--- src/rtl/multi_edge_pkg.sv ---
// Shared definitions for multi_edge_detector: per-channel FSM state encoding,
// edge-mode constants and the tick decode helper used by every channel.
// Optional build macro consumed elsewhere: MULTI_EDGE_DEBOUNCE_EN.
package multi_edge_pkg;

  localparam logic [2:0] ST_INIT = 3'd0;
  localparam logic [2:0] ST_ZERO = 3'd1;
  localparam logic [2:0] ST_RISE = 3'd2;
  localparam logic [2:0] ST_ONE  = 3'd3;
  localparam logic [2:0] ST_FALL = 3'd4;

  typedef enum logic [2:0] {
    S_INIT = ST_INIT,
    S_ZERO = ST_ZERO,
    S_RISE = ST_RISE,
    S_ONE  = ST_ONE,
    S_FALL = ST_FALL
  } state_t;

  localparam logic [1:0] MODE_OFF  = 2'b00;
  localparam logic [1:0] MODE_RISE = 2'b01;
  localparam logic [1:0] MODE_FALL = 2'b10;
  localparam logic [1:0] MODE_BOTH = 2'b11;

  // Moore decode: only the one-cycle RISE/FALL states can pulse, gated by mode.
  function automatic logic tick_decode(input state_t st, input logic [1:0] m);
    logic hit;
    hit = 1'b0;
    if (m != MODE_OFF) begin
      if (st == S_RISE && (m == MODE_RISE || m == MODE_BOTH)) hit = 1'b1;
      if (st == S_FALL && (m == MODE_FALL || m == MODE_BOTH)) hit = 1'b1;
    end
    return hit;
  endfunction

endpackage

--- src/rtl/multi_edge_detector_edge_channel.sv ---
// One channel: synchroniser, optional debounce (MULTI_EDGE_DEBOUNCE_EN),
// five-state edge FSM and registered-state tick decode.
// Tick latency SYNC_STAGES+1 cycles from sampling (+DEBOUNCE_CYCLES with debounce).
module edge_channel
  import multi_edge_pkg::*;
#(
  parameter int SYNC_STAGES     = 2,
  parameter int DEBOUNCE_CYCLES = 4
) (
  input  logic       clock,
  input  logic       reset,
  input  logic       level,
  input  logic [1:0] mode,
  output logic       tick
);

  logic [SYNC_STAGES-1:0] sync_q;
  logic [SYNC_STAGES-1:0] prime_q;
  logic                   raw;
  logic                   primed;
  logic                   s;
  state_t                 state_q;
  state_t                 state_d;

  assign raw    = sync_q[SYNC_STAGES-1];
  // The synchroniser resets to 0, so its output is meaningless until it has
  // been refilled with real samples; the FSM stays in INIT until then so a
  // level already high at reset release is not mistaken for a rising edge.
  assign primed = prime_q[SYNC_STAGES-1];

  // Synchroniser chain plus a parallel "filled" marker chain.
  always_ff @(posedge clock) begin
    if (reset) begin
      sync_q  <= '0;
      prime_q <= '0;
    end else begin
      sync_q  <= SYNC_STAGES'({sync_q, level});
      prime_q <= SYNC_STAGES'({prime_q, 1'b1});
    end
  end

`ifdef MULTI_EDGE_DEBOUNCE_EN
  localparam int CW = (DEBOUNCE_CYCLES > 1) ? $clog2(DEBOUNCE_CYCLES + 1) : 1;

  logic          deb_q;
  logic [CW-1:0] cnt_q;

  // While in INIT the debounced level follows raw directly, so the FSM's
  // initial ZERO/ONE choice agrees with the value it will track afterwards.
  assign s = (state_q == S_INIT) ? raw : deb_q;

  // Debounce: accept a new level only after DEBOUNCE_CYCLES consecutive
  // cycles of disagreement; any agreement restarts the count.
  always_ff @(posedge clock) begin
    if (reset) begin
      deb_q <= 1'b0;
      cnt_q <= '0;
    end else if (state_q == S_INIT) begin
      deb_q <= raw;
      cnt_q <= '0;
    end else if (raw != deb_q) begin
      if (cnt_q == CW'(DEBOUNCE_CYCLES - 1)) begin
        deb_q <= raw;
        cnt_q <= '0;
      end else begin
        cnt_q <= cnt_q + 1'b1;
      end
    end else begin
      cnt_q <= '0;
    end
  end
`else
  assign s = raw;

  // The stability window has no meaning without debounce; kept so both builds
  // share one parameter list.
  if (DEBOUNCE_CYCLES < 1) begin : g_debounce_unused
  end
`endif

  // FSM state register.
  always_ff @(posedge clock) begin
    if (reset) state_q <= S_INIT;
    else       state_q <= state_d;
  end

  // Next-state logic and tick decode from the registered state.
  always_comb begin
    state_d = state_q;
    tick    = 1'b0;
    case (state_q)
      S_INIT: if (primed) state_d = s ? S_ONE : S_ZERO;
      S_ZERO: if (s)      state_d = S_RISE;
      S_RISE: state_d = s ? S_ONE : S_FALL;
      S_ONE:  if (!s)     state_d = S_FALL;
      S_FALL: state_d = s ? S_RISE : S_ZERO;
      default: state_d = S_INIT;
    endcase
    tick = tick_decode(state_q, mode) & ~reset;
  end

endmodule

--- src/rtl/multi_edge_detector.sv ---
// Multi-channel edge detector with sticky pending/missed flags and irq.
// tick: SYNC_STAGES+1 cycles after sampling (+DEBOUNCE_CYCLES if MULTI_EDGE_DEBOUNCE_EN);
// pending/missed one cycle later. No backpressure: events arriving while pending is set are flagged missed.
module multi_edge_detector
  import multi_edge_pkg::*;
#(
  parameter int CHANNELS        = 4,
  parameter int SYNC_STAGES     = 2,
  parameter int DEBOUNCE_CYCLES = 4
) (
  input  logic                  clock,
  input  logic                  reset,
  input  logic [CHANNELS-1:0]   level,
  input  logic [2*CHANNELS-1:0] mode,
  input  logic [CHANNELS-1:0]   clear,
  output logic [CHANNELS-1:0]   tick,
  output logic [CHANNELS-1:0]   pending,
  output logic [CHANNELS-1:0]   missed,
  output logic                  irq
);

  logic [CHANNELS-1:0] pending_q;
  logic [CHANNELS-1:0] missed_q;

  for (genvar i = 0; i < CHANNELS; i++) begin : g_ch
    edge_channel #(
      .SYNC_STAGES     (SYNC_STAGES),
      .DEBOUNCE_CYCLES (DEBOUNCE_CYCLES)
    ) u_ch (
      .clock (clock),
      .reset (reset),
      .level (level[i]),
      .mode  (mode[2*i +: 2]),
      .tick  (tick[i])
    );
  end

  // Sticky flags: a new event beats a same-cycle clear, and a clear that
  // coincides with an event leaves missed untouched.
  always_ff @(posedge clock) begin
    if (reset) begin
      pending_q <= '0;
      missed_q  <= '0;
    end else begin
      pending_q <= tick | (pending_q & ~clear);
      missed_q  <= (tick & pending_q) | (missed_q & ~(clear & ~tick));
    end
  end

  // Outputs read as zero for the whole reset window, including its first cycle.
  assign pending = pending_q & ~{CHANNELS{reset}};
  assign missed  = missed_q  & ~{CHANNELS{reset}};
  assign irq     = |pending;

endmodule

--- config.mk ---
export PLATFORM = sky130hd
export DESIGN_NAME = multi_edge_detector
export DESIGN_NICKNAME = d
export VERILOG_FILES = /design/src/rtl/multi_edge_pkg.sv /design/src/rtl/multi_edge_detector_edge_channel.sv /design/src/rtl/multi_edge_detector.sv
export SDC_FILE = /design/constraint.sdc
export NUM_CORES = 1
export LEC_CHECK = 0
export ABC_CLOCK_PERIOD_IN_PS = 1450
export CAP_MARGIN = 25
export CORE_AREA = 2 2 55 57
export DETAILED_ROUTE_END_ITERATION = 8
export DIE_AREA = 0 0 57 59
export GPL_TIMING_DRIVEN = 0
export PLACE_DENSITY = 0.74
export SLEW_MARGIN = 20
export SYNTH_ARGS = -nofsm -noshare
export SYNTH_HDL_FRONTEND = slang
export SYNTH_SLANG_ARGS = --single-unit
--- constraint.sdc ---
create_clock -name clock -period 1.45 [get_ports clock]
set_input_delay 0.29 -clock clock [delete_from_list [all_inputs] [get_ports clock]]
set_output_delay 0.29 -clock clock [all_outputs]
set_load 0.01 [all_outputs]
==> impl_metrics.toml <==
[yosys]
syn-cell-area_um2 = 1290
synth_adder_area_share_pct = 0
yosysUniqueCellTypes = 28
ys_warn_count = 0
netlist_instances = 139
syn_avg_cell_area_um2 = 9.30
ys_seq_area_share_pct = 46.5
yosys.area_share.simple_pct = 32.7
synth_top_family_by_area = "simple AND/OR/NAND/NOR gates"
synth_fp_nets = 157
ys_ff_latch = 30
synthXorXnorAreaFrac_pct = 0
yosys-mux-area-fraction_pct = 0
synth-compound-area-share_pct = 13.9

[timing]
min_period_ps = 1730
fin_ws_ps = -279
fmax_mhz = 578
setup_viol = 5
fin_crit_sh_pct = 119
slew_headroom_pct = 79.7
rsz0062_at_grt = "true"
max_slew.worst_pin.slew_ps = 304
drv_slew = 0
skew_ps = 4.50
hold_viol_final = 0

[place]
dpl-instance-area_um2 = 1630
dp_hpwl_um = 2000
gp_congestion = 0.807
io_buffer_count = 30

[route]
routed_via_density = 5.33
vias = 1177
finalWirelength_um = 2960
ant_nets = 0
first_pass_iters = 4
drc_errors = 0
wl_per_cell_um = 13.4
drtIter0Drc = 41

[die]
placementRows = 19
chipWidth_um = 57
start_util_pct = 47.7
fp.coreArea_um2 = 2710
ios = 31
die_h_um = 59
dieArea_um2 = 3360

[power]
comb_power_share_pct = 11.8
p_total_mw = 1.49
clkPwrFrac_pct = 30.2
p_seq_share_pct = 58.0
p_per_area_nw_per_um2 = 797
p_sw_mw = 0.356
p_int_mw = 1.13
power_switching_share_pct = 23.9
leakage_nw = 0.774
peakVddDrop_uv = 755

[cts]
htreeDepth = 2
cts-root-buf = "clkbuf_4"
hold_buffers = 0
clockBufferDepth = 2
clock_sink_count = 30
clock_latency_ps = 320
cts_tree = "yes"
cts_buffers = 5
path_clk_slew_ps = 90

[outcome]
status = "finished, violations left"
violations = "negative setup slack"

[worst_setup_path]
worstSetupEndpointType = "output pin"
crit_type = "reg -> out"
endpoint = "irq"
r2r-end = "g_ch[2].u_ch.state_q[1]$_SDFFE_PP0P_"
crit_fanout = 3
crit_arrival_ps = 1440
r2r_setup_slack_ps = 160
crit_path_start_kind = "flip-flop"
r2r_cells = 3
r2r-start = "g_ch[2].u_ch.state_q[2]$_SDFFE_PP0P_"
worstPathRequired_ps = 1160
startpoint = "pending_q[3]$_SDFF_PP0_"

[final_layout]
areaGrowthSynthToFinish_pct = 44.3
final_common_cell = "buf_4"
post-route-util_pct = 68.8
finalInstanceArea_um2 = 1870
most-common-layout-cells = "19 x buf_4, 17 x dfxtp_1, 14 x nor2b_1, 13 x clkdlybuf4s50_1, 9 x o21ai_0"
n_antenna_cell = 0
nets = 208
drive_gt1_share_pct = 36.3

[flow_run]
cap_violations = 0

[global_route]
grt_util_all_layers_pct = 19.0
antenna_found_initial = 0
grt_overflow_total = 0
grt_pass1_vias = 1093
grt_pass1_wl_um = 4810
grt_max_degree = 11

[worst_hold_path]
min_path_type = "in -> reg"
[cell type report]
class	instances	area (um2)
Sequential cell	30	634
Clock buffer	7	45.0
Inverter	9	41.3
Tap cell	31	38.8
Timing Repair Buffer	49	419
Multi-Input combinational cell	92	657
Buffer	3	30.0
Fill cell	227	845
[through the flow]
step                hold WS (ps)  cells  setup WS, ps  TNS (ps)
floorplan                    403    139           134         0
global route                 369    221          -319     -1030
detailed placement           423    200          -936    -11770
CTS                          443    220          -310     -1050
global placement             416    200          -947    -11640
finish                       357    221          -279      -656
[power by group through the flow]
stage,clock (mW),combinational [mW],sequential [mW]
floorplan,0,0.0753,0.886
global placement,0,0.136,0.891
detailed placement,0,0.141,0.895
CTS,0.458,0.167,0.862
global route,0.498,0.194,0.865
finish,0.449,0.176,0.862
[how the worst min path moves through the flow]
stage                                      start                                 end  slack (ps)  cells past startpoint
2_1_floorplan                           clear[0]              missed_q[0]$_SDFF_PP0_         400                      1
3_3_place_gp   g_ch[2].u_ch.sync_q[0]$_SDFF_PP0_   g_ch[2].u_ch.sync_q[1]$_SDFF_PP0_         420                      1
3_5_place_dp     g_ch[2].u_ch.prime_q[0]$_DFF_P_  g_ch[3].u_ch.prime_q[1]$_SDFF_PP0_         420                      1
4_1_cts          g_ch[2].u_ch.prime_q[0]$_DFF_P_  g_ch[3].u_ch.prime_q[1]$_SDFF_PP0_         440                      1
5_1_grt                                    reset   g_ch[2].u_ch.sync_q[1]$_SDFF_PP0_         370                      3
6_report                                   reset   g_ch[2].u_ch.sync_q[1]$_SDFF_PP0_         360                      3
[state kept, by name (all words and copies together) (netlist names)]
register,flops
pending_q,4
missed_q,4
g_ch.u_ch.state_q,12
g_ch.u_ch.sync_q,8
g_ch.u_ch.prime_q,2
[what timing repair did]
action                                  in CTS  in global routing
endpoints found under the setup margin      13                 12
endpoints found under the hold margin        0                  0
buffers inserted                            16                  2
gates resized for setup                     69                 21
gates cloned                                 1                  0
pin swaps                                   12                 12
[synthesized netlist by cell type (all sizes together)]
| cell type | number | area [um2] |
|---|---|---|
| a21o | 1 | 7.51 |
| a21oi | 8 | 40.0 |
| a22oi | 3 | 22.5 |
| a31oi | 2 | 12.5 |
| and4 | 1 | 8.76 |
| and4bb | 6 | 75.1 |
| buf | 7 | 51.3 |
| clkbuf | 1 | 3.75 |
| clkinv | 1 | 3.75 |
| dfxtp | 30 | 601 |
| inv | 8 | 30.0 |
| nand2 | 6 | 22.5 |
| nand2b | 7 | 43.8 |
| nand3b | 2 | 15.0 |
| nor2 | 12 | 45.0 |
| nor2b | 18 | 115 |
| nor3b | 2 | 15.0 |
| nor4 | 1 | 6.26 |
| nor4b | 7 | 61.3 |
| o2111a | 2 | 22.5 |
| o21ai | 9 | 45.0 |
| o2bb2ai | 1 | 8.76 |
| o311a | 2 | 21.3 |
| or4 | 2 | 15.0 |
[routing by layer]
| layer | part of all wire (%) | track usage (%) | vias up |
|---|---|---|---|
| li1 | - | - | 588 |
| met1 | 43 | 21.3 | 554 |
| met2 | 50 | 32.0 | 30 |
| met3 | 6.3 | 7.86 | 5 |
| met4 | 0.81 | 8.31 | 0 |
| met5 | 0 | 0 | - |
[kinds of logic (layout without fill, tap and decap cells)]
| family | count (synthesis) | in the layout |
|---|---|---|
| and+or+nand+nor | 64 | 64 |
| DFF | 30 | 30 |
| AOI/OAI and AO/OA | 28 | 28 |
| buffers and inverters | 17 | 68 |
[critical path: stages, from the launching register on]
cell and delay, ps:
dfxtp_2 330, nor2b_4 120, or4_4 530, buf_6 140
Note: power is estimated with default switching activity, not from simulation.
==> RTL change 1 (config.mk and constraints unchanged) <==
Register the outputs `missed` and `irq`, without a reset; this adds one clock of latency there. The other outputs are not delayed to match. Comments in the files are not updated.
--- a/src/rtl/multi_edge_detector.sv
+++ b/src/rtl/multi_edge_detector.sv
@@ -49,8 +49,10 @@
 
   // Outputs read as zero for the whole reset window, including its first cycle.
   assign pending = pending_q & ~{CHANNELS{reset}};
-  assign missed  = missed_q  & ~{CHANNELS{reset}};
-  assign irq     = |pending;
+  always_ff @(posedge clock) begin
+    missed <= missed_q  & ~{CHANNELS{reset}};
+    irq    <= |pending;
+  end
 
 endmodule
 
Check against the original RTL: not equivalent (Yosys sat finds a counterexample within 10 cycles, from zero or initial values and one cycle with reset high).
==> RTL change 1 against the original RTL <==
The flow still finishes with violations (setup timing); first-iteration DRC count up 59%; routed wire length up 5.7%; hold slack better by 0.085 ns; worst setup slack better by 0.13 ns; clock power up 32%; final cell count up 2.3%; power up 18%; final area up 5.4%; area after synthesis up 7.0%; sequential cell count up 5; count of clock-buffer cells in the layout up 1; critical path type unchanged; highest routed layer unchanged.
==> RTL change 1: results (changes against the original RTL) <==
[run_status]
status = finished with violations  ; unchanged
violations = setup timing  ; unchanged

[route]
routedWlPerCell_microns = 13.85  ; was 13.40 microns
drtIter0Drc = 65  ; was 41
vias_per_cell = 5.350  ; was 5.326

[critical_path]
arrival_ns = 1.30  ; was 1.44 ns
slowest_stage = dfxtp_4  ; was or4_4
r2r-start = g_ch[1].u_ch.state_q[2]  ; was g_ch[2].u_ch.state_q[2]
cp_max_fo = 3  ; unchanged
crit_path_end = tick[0]  ; was irq
slowest_delay_ns = 0.36  ; was 0.53 ns
r2r_end = g_ch[1].u_ch.state_q[1]  ; was g_ch[2].u_ch.state_q[1]
crit_start = g_ch[0].u_ch.state_q[2]  ; was pending_q[3]

[placement]
dpl.cell_count = 206  ; was 200
place_area_sq_um = 1722  ; was 1632 sq um
dp_hpwl_microns = 2046  ; was 2002 microns
pre_cts_slack_ns = -1.055  ; was -0.9363 ns
place.gp.congestion = 0.8083  ; was 0.8072

[timing]
finalSetupViolCount = 4  ; was 5
fin_worst_skew_ns = 0.01208  ; was 0.004505 ns
setup_ws_ns = -0.1445  ; was -0.2787 ns
setup_tns_ns = -0.4868  ; was -0.6563 ns
max_slew_margin = 0.6387  ; was 0.7970

[global_routing]
grt_antenna_before_repair = 0  ; unchanged
grt_pass1_vias = 1162  ; was 1,093
grt_pass1_wl_microns = 5099  ; was 4809 microns
grtUsageTotal = 0.2019  ; was 0.1904

[finish]
instances_no_fill = 226  ; was 221
drive_above_1_share = 0.3077  ; was 0.3632
nFillCells = 207  ; was 227

[logic_synthesis]
synth-compound-area-share = 0.1240  ; was 0.1394
syn_inst = 145  ; was 139
yosysSeqAreaShare = 0.5068  ; was 0.4647
netlist_top_cells_count = dfxtp_1 (35), nor2b_1 (22), nor2_1 (14)  ; was dfxtp_1 (30), nor2b_1 (17), nor2_1 (12)
synth_area_leaders = dfxtp_1 (51%), nor2b_1 (10%), and4bb_2 (5.4%)  ; was dfxtp_1 (46%), nor2b_1 (8.2%), and4bb_2 (5.8%)
syn_nets = 163  ; was 157
synth.distinct_cells = 21  ; was 28

[worst_hold_path]
hold_class = reg2reg  ; was in2reg

[cts]
worstSkewPairLatency_ns = 0.34  ; was 0.32 ns
clk_pin_slew_ns = 0.11  ; was 0.09 ns

[power]
ir_drop_v = 0.0007732  ; was 0.0007547 V
leakage_uw = 0.0008046  ; was 0.0007739 uW

[RTL change 1: cell types whose count changed in the layout (fill, tap and decap cells not counted), sizes merged, moves of 2 or more]
| cell | unedited run | this run |
|---|---|---|
| buf | 26 | 21 |
| dfxtp | 30 | 35 |
| nand2b | 7 | 3 |
| nor2b | 18 | 22 |
| clkdlybuf4s50 | 13 | 16 |
| a31oi | 2 | 4 |
| nor2 | 12 | 14 |
| nor3b | 2 | 0 |
| o311a | 2 | 0 |
[RTL change 1: final cells by class]
class / instances / area (sq um) / share of cell area
plain buffers: 3 / 22.52 / 0.01145
clock buffers: 8 / 68.82 / 0.03499
inverters: 9 / 33.78 / 0.01718
multi-input cells: 94 / 660.6 / 0.3359
flip-flops and latches: 35 / 732.0 / 0.3721
well taps: 31 / 38.79 / 0.01972
repair buffers: 46 / 410.4 / 0.2087
[RTL change 1: worst min-delay path by stage]
stage / start / endpoint / slack (ns) / cells past startpoint
6_report: missed_q[2] / missed[2] / 0.44 / 2
5_1_grt: g_ch[2].u_ch.prime_q[0] / g_ch[3].u_ch.prime_q[1] / 0.46 / 1
4_1_cts: missed_q[2] / missed[2] / 0.45 / 2
3_5_place_dp: g_ch[0].u_ch.sync_q[0] / g_ch[0].u_ch.sync_q[1] / 0.43 / 1
3_3_place_gp: g_ch[2].u_ch.prime_q[0] / g_ch[3].u_ch.prime_q[1] / 0.42 / 1
2_1_floorplan: clear[0] / missed_q[0] / 0.40 / 1
[RTL change 1: logic make-up (layout without fill, tap and decap cells)]
kind of cell / after synthesis / in the layout
compound gates: 28 / 28
buf+inv: 16 / 66
flops: 35 / 35
simple gates: 66 / 66
[RTL change 1: repair_timing]
item                       CTS  global route
setup endpoints to repair   13             8
pin swaps                   10             9
cloned                       0             0
hold endpoints to repair     0             0
buffers inserted            14             2
gates resized for setup     63            13
[RTL change 1: per-layer routing]
| layer | share of wire | up-vias | routed length [microns] | track usage |
|---|---|---|---|---|
| li1 | - | 601 | - | - |
| met5 | 0 | - | 0 | 0 |
| met4 | 0.022 | 0 | 68 | 0.1196 |
| met3 | 0.051 | 7 | 159 | 0.05022 |
| met2 | 0.50 | 30 | 1556 | 0.3415 |
| met1 | 0.43 | 571 | 1347 | 0.2320 |
[RTL change 1: report_power, final]
| group | internal [uW] | switching (uW) | leakage, uW |
|---|---|---|---|
| logic | 98.5 | 66.7 | 0.000474 |
| clock network | 285 | 307 | 0.0000386 |
| registers | 979 | 20.6 | 0.000292 |
[RTL change 1: worst register-to-register path, cell delays in order, from the launching register on]
cell and delay (ns):
dfxtp_4 0.35, buf_4 0.15, or4_1 0.51, and4_1 0.19
==> RTL change 2 (same flow settings) <==
Made on the original files. `SYNC_STAGES` is set to 2 in 2 places; all go to 1.
--- a/src/rtl/multi_edge_detector_edge_channel.sv
+++ b/src/rtl/multi_edge_detector_edge_channel.sv
@@ -4,7 +4,7 @@
 module edge_channel
   import multi_edge_pkg::*;
 #(
-  parameter int SYNC_STAGES     = 2,
+  parameter int SYNC_STAGES     = 1,
   parameter int DEBOUNCE_CYCLES = 4
 ) (
   input  logic       clock,
--- a/src/rtl/multi_edge_detector.sv
+++ b/src/rtl/multi_edge_detector.sv
@@ -5,7 +5,7 @@
   import multi_edge_pkg::*;
 #(
   parameter int CHANNELS        = 4,
-  parameter int SYNC_STAGES     = 2,
+  parameter int SYNC_STAGES     = 1,
   parameter int DEBOUNCE_CYCLES = 4
 ) (
   input  logic                  clock,
Function: changed (Yosys sat finds a counterexample within 4 cycles, from zero or initial values and one cycle with reset high).
==> RTL change 2 against the original RTL <==
The run still ends with setup timing left; routed wire length down 9.1%; worst setup slack worse by 0.0029 ns; final cell count decreased by 5.9%; power down 17%; largest power group unchanged; first-iteration DRC count shrank 51%; critical path type unchanged; area after synthesis down 12%; maximum frequency down 0.17%; final area is 9.9% lower; sequential cell count decreased by 5.
==> RTL change 2: results (changes against the original RTL) <==
[run_status]
status = finished with violations  ; unchanged
violations = setup timing  ; unchanged

[finish]
fin_nets = 196  ; was 208
drive_above_1_share = 0.3277  ; was 0.3632
nFillCells = 258  ; was 227
instances_no_fill = 208  ; was 221

[logic_synthesis]
syn_nets = 145  ; was 157
synth.distinct_cells = 29  ; was 28
yosysSeqAreaShare = 0.4405  ; was 0.4647
syn_inst = 127  ; was 139
netlist_top_cells_count = dfxtp_1 (25), nor2b_1 (13), inv_1 (9), nor2_1 (9), o21ai_0 (9)  ; was dfxtp_1 (30), nor2b_1 (17), nor2_1 (12)
synth_area_leaders = dfxtp_1 (44%), nor2b_1 (7.2%), nand3b_1 (4.6%)  ; was dfxtp_1 (46%), nor2b_1 (8.2%), and4bb_2 (5.8%)

[cts]
cts_made_buffers = 3  ; was 5

[global_routing]
grt_max_degree = 15  ; was 11
grt_pass1_vias = 1084  ; was 1,093
grt_pass1_wl_microns = 4540  ; was 4809 microns
grtUsageTotal = 0.1723  ; was 0.1904

[timing]
max_slew_margin = 0.8096  ; was 0.7970
fin_worst_skew_ns = 0.01281  ; was 0.004505 ns
finalSetupViolCount = 5  ; unchanged
setup_ws_ns = -0.2816  ; was -0.2787 ns
setup_tns_ns = -0.8033  ; was -0.6563 ns

[critical_path]
slowest_stage = or4_1  ; was or4_4

[route]
drtIter0Drc = 20  ; was 41
routedWlPerCell_microns = 12.94  ; was 13.40 microns

[power]
ir_drop_v = 0.0008083  ; was 0.0007547 V

[placement]
place.gp.congestion = 0.7419  ; was 0.8072
dpl.cell_count = 188  ; was 200

[RTL change 2: cell count changes after synthesis, sizes merged, moves of 3 or more]
cell / delta
and4bb: -4
and4: +3
nand2b: -3
dfxtp: -5
inv: +3
or4: +3
nand3b: +5
nor2: -3
nor2b: -5
[RTL change 2: cell type report]
cell class                      instances  share of cell area
Clock buffer                            3             0.01340
Tap cell                               31             0.02308
Buffer                                  3             0.01340
Sequential cell                        25              0.3209
Timing Repair Buffer                   49              0.2532
Multi-Input combinational cell         85              0.3485
Inverter                               11             0.02457
Clock inverter                          1            0.002978
[RTL change 2: timing repair]
action                     CTS  global route
pin swaps                    9            10
setup endpoints to repair   13             9
setup buffers               18             2
resized for setup           71             4
hold buffers                 0             0
[RTL change 2: path summary, 6_finish.rpt]
path	from	endpoint	slack, ns	cells after the start
worst max register to register	g_ch[0].u_ch.state_q[2]	g_ch[0].u_ch.state_q[1]	0.07	4
worst min register to register	pending_q[3]	pending_q[3]	0.47	2
worst min-delay path	reset	g_ch[3].u_ch.prime_q	0.35	2
worst max-delay path	pending_q[1]	irq	-0.28	4
[RTL change 2: logic make-up (layout without fill, tap and decap cells)]
logic type             count (synthesis)  after routing  share of synthesized area
AOI/OAI and AO/OA                     28             28                     0.1531
buffers and inverters                 17             67                    0.07159
DFF                                   25             25                     0.4405
and+or+nand+nor                       57             57                     0.3348
[RTL change 2: metal layers]
layer	GRT usage	vias to the layer above	part of all wire
met2	0.3383	28	0.52
met5	0	-	0
met1	0.1826	505	0.42
met3	0.05895	2	0.059
met4	0.01993	0	0.0033
li1	-	551	-
[RTL change 2: report_power, final]
group / total, uW / leakage, uW / internal, uW / switching [uW]
Combinational: 186 / 0.000484 / 116 / 69.2
Clock: 307 / 0.0000177 / 103 / 204
Sequential: 736 / 0.000213 / 706 / 29.8
[RTL change 2: per-stage QoR]
stage          worst slack, ns  power, uW  utilization  area [sq um]
6_report               -0.2816       1228       0.6200          1680
5_1_grt                -0.3435       1292       0.6200          1680
4_1_cts                -0.2563       1236       0.6173          1673
3_5_place_dp            -1.004      916.4       0.5443          1475
3_3_place_gp           -0.9669      908.0       0.5443          1475
2_1_floorplan           0.1338      833.7            -          1136
[RTL change 2: worst register-to-register path, cell delays in order (launching register included)]
cell     delay [ns]
dfxtp_4        0.37
buf_4          0.13
buf_4          0.15
or4_1          0.45
and4_1         0.20
